[config.mk]
export PLATFORM = sky130hd
export DESIGN_NAME = sm_divider_flat
export DESIGN_NICKNAME = d
export VERILOG_FILES = /design/src/rtl/sm_divider_if.sv /design/src/rtl/sm_divider.sv /design/src/flat_wrapper.sv
export SDC_FILE = /design/constraint.sdc
export NUM_CORES = 1
export LEC_CHECK = 0
export CORE_ASPECT_RATIO = 0.9
export CORE_MARGIN = 10
export CORE_UTILIZATION = 40
export DETAILED_ROUTE_END_ITERATION = 7
export GPL_TIMING_DRIVEN = 0
export PLACE_DENSITY = 0.63
export SLEW_MARGIN = 15
export SYNTH_ARGS = -nofsm -noshare
export SYNTH_HDL_FRONTEND = slang
export SYNTH_SLANG_ARGS = --single-unit
[constraint.sdc]
create_clock -name clk -period 4.6 [get_ports clk]
set_input_delay 0.69 -clock clk [delete_from_list [all_inputs] [get_ports clk]]
set_output_delay 0.69 -clock clk [all_outputs]
set_load 0.02 [all_outputs]
[src/rtl/sm_divider_if.sv]
// sm_divider_if: start/operand/result bundle between a requester and the divider
interface sm_divider_if #(
  parameter int WIDTH = 32
);
  logic             start;
  logic [WIDTH-1:0] a;
  logic [WIDTH-1:0] b;
  logic             busy;
  logic             done;
  logic [WIDTH-1:0] q;
  logic [WIDTH-1:0] r;
  logic             dvf;
  modport master (output start, a, b, input busy, done, q, r, dvf);
  modport slave  (input start, a, b, output busy, done, q, r, dvf);
endinterface

[src/rtl/sm_divider.sv]
// sm_divider: sequential sign-magnitude restoring divider, one quotient bit per clock
module sm_divider #(
  parameter int WIDTH = 32
) (
  input  logic        clk,
  input  logic        rst_n,
  sm_divider_if.slave bus
);
  localparam int M  = WIDTH - 1;
  localparam int CW = $clog2(WIDTH);
  typedef enum logic [1:0] {IDLE, DIV, DONE} state_t;
  state_t           state_q, state_d;
  logic [M-1:0]     quo_q, div_q;
  logic [M:0]       par_q;
  logic             sa_q, sb_q;
  logic [CW-1:0]    cnt_q;
  logic [WIDTH-1:0] q_q, r_q;
  logic             dvf_q;
  logic             zero_div;
  logic [M:0]       p_sh;
  logic [M+1:0]     trial;
  // Shifted partial remainder, E-carry trial subtraction and next state
  always_comb begin
    zero_div = bus.b[M-1:0] == '0;
    p_sh     = {par_q[M-1:0], quo_q[M-1]};
    trial    = {1'b0, p_sh} + {1'b0, ~{1'b0, div_q}} + (M+2)'(1);
    state_d  = state_q == IDLE ? (bus.start ? (zero_div ? DONE : DIV) : IDLE) :
               state_q == DIV  ? (cnt_q == '0 ? DONE : DIV) : IDLE;
  end
  // State register
  always_ff @(posedge clk or negedge rst_n) begin
    if (!rst_n) state_q <= IDLE;
    else        state_q <= state_d;
  end
  // Operand capture, one restoring step per DIV cycle, result write on the final DIV cycle
  always_ff @(posedge clk or negedge rst_n) begin
    if (!rst_n) begin
      quo_q <= '0;
      div_q <= '0;
      par_q <= '0;
      sa_q  <= 1'b0;
      sb_q  <= 1'b0;
      cnt_q <= '0;
      q_q   <= '0;
      r_q   <= '0;
      dvf_q <= 1'b0;
    end else if (state_q == IDLE && bus.start) begin
      if (zero_div) begin
        q_q   <= '0;
        r_q   <= '0;
        dvf_q <= 1'b1;
      end else begin
        quo_q <= bus.a[M-1:0];
        div_q <= bus.b[M-1:0];
        sa_q  <= bus.a[M];
        sb_q  <= bus.b[M];
        par_q <= '0;
        cnt_q <= CW'(M);
        dvf_q <= 1'b0;
      end
    end else if (state_q == DIV) begin
      if (cnt_q == '0) begin
        q_q <= {(sa_q ^ sb_q) & (|quo_q), quo_q};
        r_q <= {sa_q & (|par_q[M-1:0]), par_q[M-1:0]};
      end else begin
        par_q <= trial[M+1] ? trial[M:0] : p_sh;
        quo_q <= {quo_q[M-2:0], trial[M+1]};
        cnt_q <= cnt_q - 1'b1;
      end
    end
  end
  assign bus.busy = state_q != IDLE;
  assign bus.done = state_q == DONE;
  assign bus.q    = q_q;
  assign bus.r    = r_q;
  assign bus.dvf  = dvf_q;
endmodule
[src/flat_wrapper.sv]
// flat-port wrapper written by rule: the top's interface ports become plain ports
module sm_divider_flat 
#(
  parameter int WIDTH = 32
)
  (clk, rst_n, bus_start, bus_a, bus_b, bus_busy, bus_done, bus_q, bus_r, bus_dvf);
  sm_divider_if #(.WIDTH(WIDTH)) bus_i ();
  input  logic clk;
  input  logic rst_n;
  input wire logic [$bits(bus_i.start)-1:0] bus_start;
  input wire logic [$bits(bus_i.a)-1:0] bus_a;
  input wire logic [$bits(bus_i.b)-1:0] bus_b;
  output wire logic [$bits(bus_i.busy)-1:0] bus_busy;
  output wire logic [$bits(bus_i.done)-1:0] bus_done;
  output wire logic [$bits(bus_i.q)-1:0] bus_q;
  output wire logic [$bits(bus_i.r)-1:0] bus_r;
  output wire logic [$bits(bus_i.dvf)-1:0] bus_dvf;
  assign bus_i.start = bus_start;
  assign bus_i.a = bus_a;
  assign bus_i.b = bus_b;
  assign bus_busy = bus_i.busy;
  assign bus_done = bus_i.done;
  assign bus_q = bus_i.q;
  assign bus_r = bus_i.r;
  assign bus_dvf = bus_i.dvf;
  sm_divider #(.WIDTH(WIDTH)) u_core (.clk(clk), .rst_n(rst_n), .bus(bus_i));
endmodule
=== Word-level counts from Yosys, hierarchy flattened ===
Index checks and enable logic that the tools add are counted.

* Add/sub/neg operators: 3
* Bitwise logic cells: 5
* Reductions and logical operators: 12
* Eq/ne operators: 5
* Multiplexer cells: 26

{| class="wikitable"
|+ Operators by type and width
! operator !! count
|-
| $mux 31 || 9
|-
| $mux 32 || 7
|-
| $reduce_or 31->1 || 2
|-
| $add 32x32->33 || 1
|-
| $add 33x1->33 const B || 1
|-
| $not 31->32 || 1
|-
| $logic_not 31->1 || 1
|-
| $mux 5 || 4
|-
| $mux 2 || 5
|-
| $reduce_and 3->1 || 2
|-
| $reduce_bool 2->1 || 3
|-
| $logic_not 5->1 || 1
|-
| $sub 5x1->5 const B || 1
|-
| $ne 2x1->1 const B || 2
|-
| $and 1x1->1 || 2
|-
| $eq 2x1->1 const B || 1
|-
| $eq 2x2->1 const B || 1
|-
| $logic_not 2->1 || 1
|-
| $ne 2x2->1 const B || 1
|-
| $reduce_and 2->1 || 1
|-
| $logic_and 1x1->1 || 1
|-
| $mux 1 || 1
|-
| $not 1->1 || 1
|-
| $xor 1x1->1 || 1
|}

* Output and inout port bits: 67
* Input bits: 67
* Flip-flop bits (word level): 167
* Logic and storage cells: 61

=== Depth between registers and ports, before layout ===
Gate-level depths: netlist (run 1).

* Depth in word-level cells: 7
* Gate-level depth with buffers: 14
* Depth with buffers taken out: 13

=== Worst setup path before layout (run 1) ===
No wires, ideal clock.

* Kind: reg-to-reg
* From: register u_core.quo_q[30]
* To: register u_core.par_q[27]
* Buffers on the path: 0
* Setup time: 131 ps
* Slack: 1615 ps
* Arrival: 2854 ps
* Required time: 4469 ps
* Period minus slack after synthesis: 2985 ps
* Cell stages (with the launch flop): 14
* Cell sequence: dfrtp_1 inv_1 ha_1 inv_1 fa_1 a21o_1 a221o_1 a21oi_2 o22ai_1 o211a_1 nor3_4 nor2_1 and3_1 or3_1

* Longest elaborated chain between the ends: 6

{| class="wikitable"
|+ RTL lines
! what !! line !! RTL
|-
| from (decl) || sm_divider.sv:13 || <nowiki>logic [M-1:0] quo_q, div_q;</nowiki>
|-
| from (signal assigned) || sm_divider.sv:53 || <nowiki>quo_q <= bus.a[M-1:0];</nowiki>
|-
| from (signal assigned) || sm_divider.sv:67 || <nowiki>quo_q <= {quo_q[M-2:0], trial[M+1]};</nowiki>
|-
| $add 32x32->33 || sm_divider.sv:26 || <nowiki>trial = {1'b0, p_sh} + {1'b0, ~{1'b0, div_q}} + (M+2)'(1);</nowiki>
|-
| $add 33x1->33 || sm_divider.sv:26 ||
|-
| $mux 31 || sm_divider.sv:66 || <nowiki>par_q <= trial[M+1] ? trial[M:0] : p_sh;</nowiki>
|-
| $mux 31 || sm_divider.sv:62 || <nowiki>if (cnt_q == '0) begin</nowiki>
|-
| $mux 31 || sm_divider.sv:61 || <nowiki>end else if (state_q == DIV) begin</nowiki>
|-
| $mux 31 || sm_divider.sv:47 || <nowiki>end else if (state_q == IDLE && bus.start) begin</nowiki>
|-
| to (signal assigned) || sm_divider.sv:66 ||
|-
| to (decl) || sm_divider.sv:14 || <nowiki>logic [M:0] par_q;</nowiki>
|}

Every way passes these cells. The select of a mux whose other input is x is not followed.
A chain may end at the register's enable or synchronous reset.

=== Final worst setup path (run 1) ===
* From: register u_core.quo_q[30]
* To: register u_core.par_q[25]

The elaborated chain is that of the path after synthesis.

==> results of run 1 <==
through the flow:
step | total power [W] | area (sq um) | cells | utilization, % | hold slack (ns)
2_1_floorplan | 0.00649 | 8580 | 993 | - | 0.394
3_3_place_gp | 0.00814 | 10300 | 1412 | 49.0 | 0.464
3_5_place_dp | 0.00824 | 10300 | 1413 | 49.1 | 0.471
4_1_cts | 0.00971 | 10900 | 1445 | 51.9 | 0.218
5_1_grt | 0.0106 | 10900 | 1445 | 51.9 | 0.228
6_report | 0.00970 | 10900 | 1445 | 51.9 | 0.184
sequential cells by signal, indices dropped and copies added (netlist names):
register	count
u_core.bus.r	32
u_core.par_q	31
u_core.bus.q	32
u_core.cnt_q	5
u_core.div_q	31
u_core.sb_q	1
u_core.quo_q	31
u_core.bus.dvf	1
u_core.state_q	2
u_core.sa_q	1
logic make-up (layout without fill, tap and decap cells):
kind of cell / count (synthesis) / in the layout / synth area share [%]
XOR/XNOR: 29 / 29 / 2.96
adder cells (fa/ha/maj): 33 / 33 / 4.90
multiplexers: 5 / 5 / 0.583
buffers and inverters: 104 / 270 / 4.83
AND/OR/NAND/NOR: 375 / 375 / 18.4
AO/OA/AOI/OAI: 280 / 280 / 19.6
flip-flops: 167 / 167 / 48.7
power by group:
| part | internal [W] | total (W) | switching, W |
|---|---|---|---|
| logic | 0.00228 | 0.00547 | 0.00319 |
| clock network | 0.000770 | 0.00144 | 0.000670 |
| registers | 0.00219 | 0.00278 | 0.000595 |
layout make-up:
type / instances / share of cell area (%)
timing repair buffer: 134 / 12.5
inverter: 46 / 1.59
multi-input combinational: 722 / 36.6
sequential: 167 / 38.4
clock buffer: 17 / 3.91
buffer: 58 / 2.22
clock inverter: 15 / 1.44
tap: 286 / 3.29
metal layers:
layer / track usage (%) / share of wire, %
met5: 0 / 0
met4: 5.01 / 1.9
met2: 28.7 / 45
met3: 3.32 / 5.6
met1: 26.5 / 47
cells in the mapped netlist, drive strengths merged (2+ instances only):
master	count
nor2b	6
clkbuf	49
xnor2	17
nor4	23
nor2	30
nand2b	3
a2111oi	2
nor3	6
a221oi	2
nand3	15
nand4	10
o221ai	2
a21o	16
buf	9
dfrtp	167
xor2	12
a22oi	30
o211a	2
o211ai	5
and3	5
ha	32
a22o	4
a21oi	46
a32oi	9
inv	46
o21ai	144
a31oi	2
nand2	272
mux2i	5
o21bai	4
worst max path at each step:
| stage | from | slack [ns] | end |
|---|---|---|---|
| floorplan | u_core.quo_q[30] | 1.61 | u_core.par_q[27] |
| global placement | rst_n | -4.19 | u_core.bus.q[17] |
| detailed placement | bus_b[26] | 0.55 | u_core.bus.r[27] |
| CTS | bus_b[26] | 0.98 | u_core.bus.r[22] |
| global route | u_core.quo_q[30] | 0.79 | u_core.par_q[25] |
| finish | u_core.quo_q[30] | 0.98 | u_core.par_q[25] |
==> results.cfg, run 1 <==
[worst_hold_path]
hold_path.class = primary input to asynchronous set/reset pin

[clock_network]
clk_pin_slew_ns = 0.07
cts_tree = built
clock_path_buffers = 2
cts_hold_buffers = 0
cts.sinks = 167
worstSkewPairLatency_ns = 0.43
cts_root_buffer = clkbuf_16
htreeDepth = 4
post_cts_buffers = 0
numCtsBuffers = 17
cts_resized = 0

[layout]
multi_input_area_sq_mm = 0.00399
seqCellArea_sq_mm = 0.00418
layout_common_cells = 272 x nand2_1, 167 x dfrtp_1, 143 x o21ai_0
layout.cells.most_common = nand2_1
drive_above_1_share_pct = 4.14
fillCellCount = 2007
syn2layout_area_growth_pct = 26.9
diodes = 0
final_nets = 1246

[grt]
grt_pass1_wl_um = 41900
grt_antenna_before_repair = 0
grt_util_all_layers_pct = 18.7
grt_pass1_vias = 7480
grt_overflow = 0
grt_max_degree = 99

[floorplan]
start_util_pct = 40.9
die_area_sq_mm = 0.0277
core-area_sq_mm = 0.0210
die_h_um = 159
die_w_um = 174
rows = 50
ios = 134

[power_and_ir_drop]
powerDensity_mw_per_mm2 = 891
peakVddDrop_uv = 365
leakage_nw = 4.86

[detailed_routing]
avgRoutedWirePerCell_um = 18.0
dr.pass1.iters = 5
ant_nets = 0
viasPerCell = 5.31
drt_iter0_drc = 687
vias = 7674
wirelength_um = 26000
route.detailed.drc = 0

[status]
outcome = complete, no violations

[worst_setup_path]
crit_chain = inv_1 -> ha_1 -> inv_1 -> fa_1 -> a21o_1 -> a221o_1 -> a21oi_2 -> o22ai_1 -> o211a_1 -> nor3_4 -> nand2b_1 -> clkbuf_1 -> o21ai_0
r2r_start = u_core.quo_q[30]
crit_path_max_incr_delay_ns = 0.44
cp_data_required_time_ns = 4.88
critical_path_depth = 13
slowest_stage = dfrtp_1
critical_path_class = flip-flop to flip-flop
rrSetupSlack_ns = 0.98
regToRegEndpoint = u_core.par_q[25]
cpLargestDelayFamily = compound AO/OA/AOI/OAI gates
start_kind = flip-flop
crit_top_cell = inv_1
cp_data_arrival_time_ns = 3.90
cp_max_fo = 9
path_buf_inv = 3
reg2reg_depth = 13
worstSetupEndpointType = flip-flop

[sta]
rsz0062_at_grt = false
finalClockSkew_ns = 0.0124
finalHoldViolCount = 0
period_needed_ns = 3.62
setup_viol = 0
slew_violations = 0
fin_ws_ns = 0.981
fin_tns_setup_ns = 0
max_freq_mhz = 276
tightest_slew_ns = 0.733
timing.final.crit_share_pct = 78.7
max_slew_margin_pct = 50.6

[logic_synthesis]
async_flop_share_pct = 100
netlist_instances = 993
ys.warnings.count = 0
synthTopCellsByArea = dfrtp_1 49%, nand2_1 12%, o21ai_0 8.3%
syn-num-nets = 1093
synth-edff-count = 0
synth_top_area_share_pct = 48.7
ys_types = 56
synth_area_sq_mm = 0.00858
yosysSeqAreaShare_pct = 48.7
yosys_register_bits = 167
synth-main-ff-cell = dfrtp_1
synth.avg_cell_area_sq_um = 8.64
yosys.area.top_type = dfrtp_1

[placed_design]
place_hpwl_um = 19600
io_buffers = 133
dp_worst_setup_slack_ns = 0.551
gp_congestion = 0.919

[job]
maxCapViolCount = 0
Note: power is estimated with default switching activity, not from simulation.
==> run 2, diff against run 1 <==
- PLACE_DENSITY: 0.63 -> 0.66
- clock period: 4.6 -> 3.05 ns (I/O delays scaled with it)
==> results.cfg, run 2 (same netlist as run 1, synthesis figures left out) <==
[sta]
timing.final.crit_share_pct = 104
finalHoldViolCount = 0
max_slew_margin_pct = 38.8
period_needed_ns = 3.16
slew_violations = 0
setup_viol = 24
tightest_slew_ns = 0.909
fin_tns_setup_ns = -0.823
rsz0062_at_grt = true
fin_ws_ns = -0.107
max_freq_mhz = 317
finalClockSkew_ns = 0.00800

[clock_network]
clk_pin_slew_ns = 0.07
cts.sinks = 167
worstSkewPairLatency_ns = 0.44
numCtsBuffers = 17
cts_root_buffer = clkbuf_16
clock_path_buffers = 2
cts_tree = built
htreeDepth = 4

[layout]
layout.cells.most_common = nand2_1
drive_above_1_share_pct = 9.04
diodes = 0
syn2layout_area_growth_pct = 32.7
layout_common_cells = 270 x nand2_1, 166 x dfrtp_1, 132 x clkdlybuf4s50_1
final_nets = 1259

[worst_setup_path]
cp_data_required_time_ns = 3.36
critical_path_class = flip-flop to flip-flop
rrSetupSlack_ns = -0.11
worstSetupEndpointType = flip-flop
cp_max_fo = 6
cp_data_arrival_time_ns = 3.47
start_kind = flip-flop

[worst_hold_path]
hold_path.class = flip-flop to flip-flop

[detailed_routing]
drt_iter0_drc = 798
vias = 7834
dr.pass1.iters = 5
route.detailed.drc = 0
avgRoutedWirePerCell_um = 18.7
wirelength_um = 27200
viasPerCell = 5.37
ant_nets = 0

[job]
maxCapViolCount = 0

[status]
violations = negative setup slack
outcome = complete, but fails checks

[power_and_ir_drop]
powerDensity_mw_per_mm2 = 1420
p_total_w = 0.0162
peakVddDrop_uv = 723
leakage_nw = 5.04

[placed_design]
io_buffers = 133
place_hpwl_um = 19600
gp_congestion = 0.919

[floorplan]
ios = 134
rows = 50
die_h_um = 159
start_util_pct = 40.9
die_w_um = 174
core-area_sq_mm = 0.0210
die_area_sq_mm = 0.0277

[grt]
grt_max_degree = 104
grt_util_all_layers_pct = 19.0
busiest_layer = met2
grt_antenna_before_repair = 0
grt_pass1_vias = 7807
met1_usage_pct = 26.6
grt_util_met2_pct = 29.3
grt_overflow = 0
grt_pass1_wl_um = 42800
use_met3_pct = 3.98
-- run 2: area by class of cell --
class / count / area, sq um
buffer: 54 / 280
fill: 1917 / 9580
clock buffer: 17 / 425
multi-input combinational: 722 / 4190
tap: 286 / 358
timing repair buffer: 151 / 1590
inverter: 46 / 173
sequential: 167 / 4180
clock inverter: 15 / 178
-- run 2: repair_timing --
action	CTS	global route
hold buffers	1	0
endpoints found under the hold margin	64	0
buffers inserted	9	2
resized for setup	19	78
setup endpoints to repair	58	42
pin swaps	5	29
gates cloned	0	5
-- run 2: layer usage --
| layer | vias to the layer above | part of all wire [%] |
|---|---|---|
| met5 | - | 0 |
| met4 | 0 | 1.9 |
| met3 | 30 | 6.6 |
| met2 | 277 | 46 |
| met1 | 3751 | 46 |
| li1 | 3776 | - |
-- run 2: metrics by stage --
stage | utilization (%) | cell area, sq um | std cells | worst slack, ns | hold slack [ns]
floorplan | - | 8580 | 993 | 0.0648 | 0.162
global placement | 49.0 | 10300 | 1412 | -5.46 | 0.462
detailed placement | 49.1 | 10300 | 1413 | -0.828 | 0.431
CTS | 52.8 | 11100 | 1453 | -0.107 | 0.486
global route | 54.3 | 11400 | 1458 | -0.189 | 0.507
finish | 54.3 | 11400 | 1458 | -0.107 | 0.477
-- run 2: worst paths after layout --
check / start / to / cells past startpoint
max: u_core.par_q[5] / u_core.par_q[27] / 10
min: u_core.bus.r[5] / u_core.bus.r[5] / 2
max reg2reg: u_core.par_q[5] / u_core.par_q[27] / 10
min reg2reg: u_core.bus.r[5] / u_core.bus.r[5] / 2
max in group asynchronous: rst_n / u_core.quo_q[0] / 3
min in group asynchronous: rst_n / u_core.bus.r[21] / 2
-- run 2: critical path: stages (launching register included) --
cell and delay (ns):
dfrtp_1 0.45, ha_1 0.45, a21oi_1 0.10, o21ai_0 0.44, a22oi_2 0.17, a21oi_2 0.21, a2111oi_4 0.08, nand2b_1 0.18
a2111o_1 0.42, and3_1 0.19, or3_1 0.35
-- run 2: where the power goes --
part,internal (W),total (W),switching (W)
Sequential,0.00330,0.00422,0.000918
Clock,0.00111,0.00218,0.00107
Combinational,0.00433,0.00980,0.00547
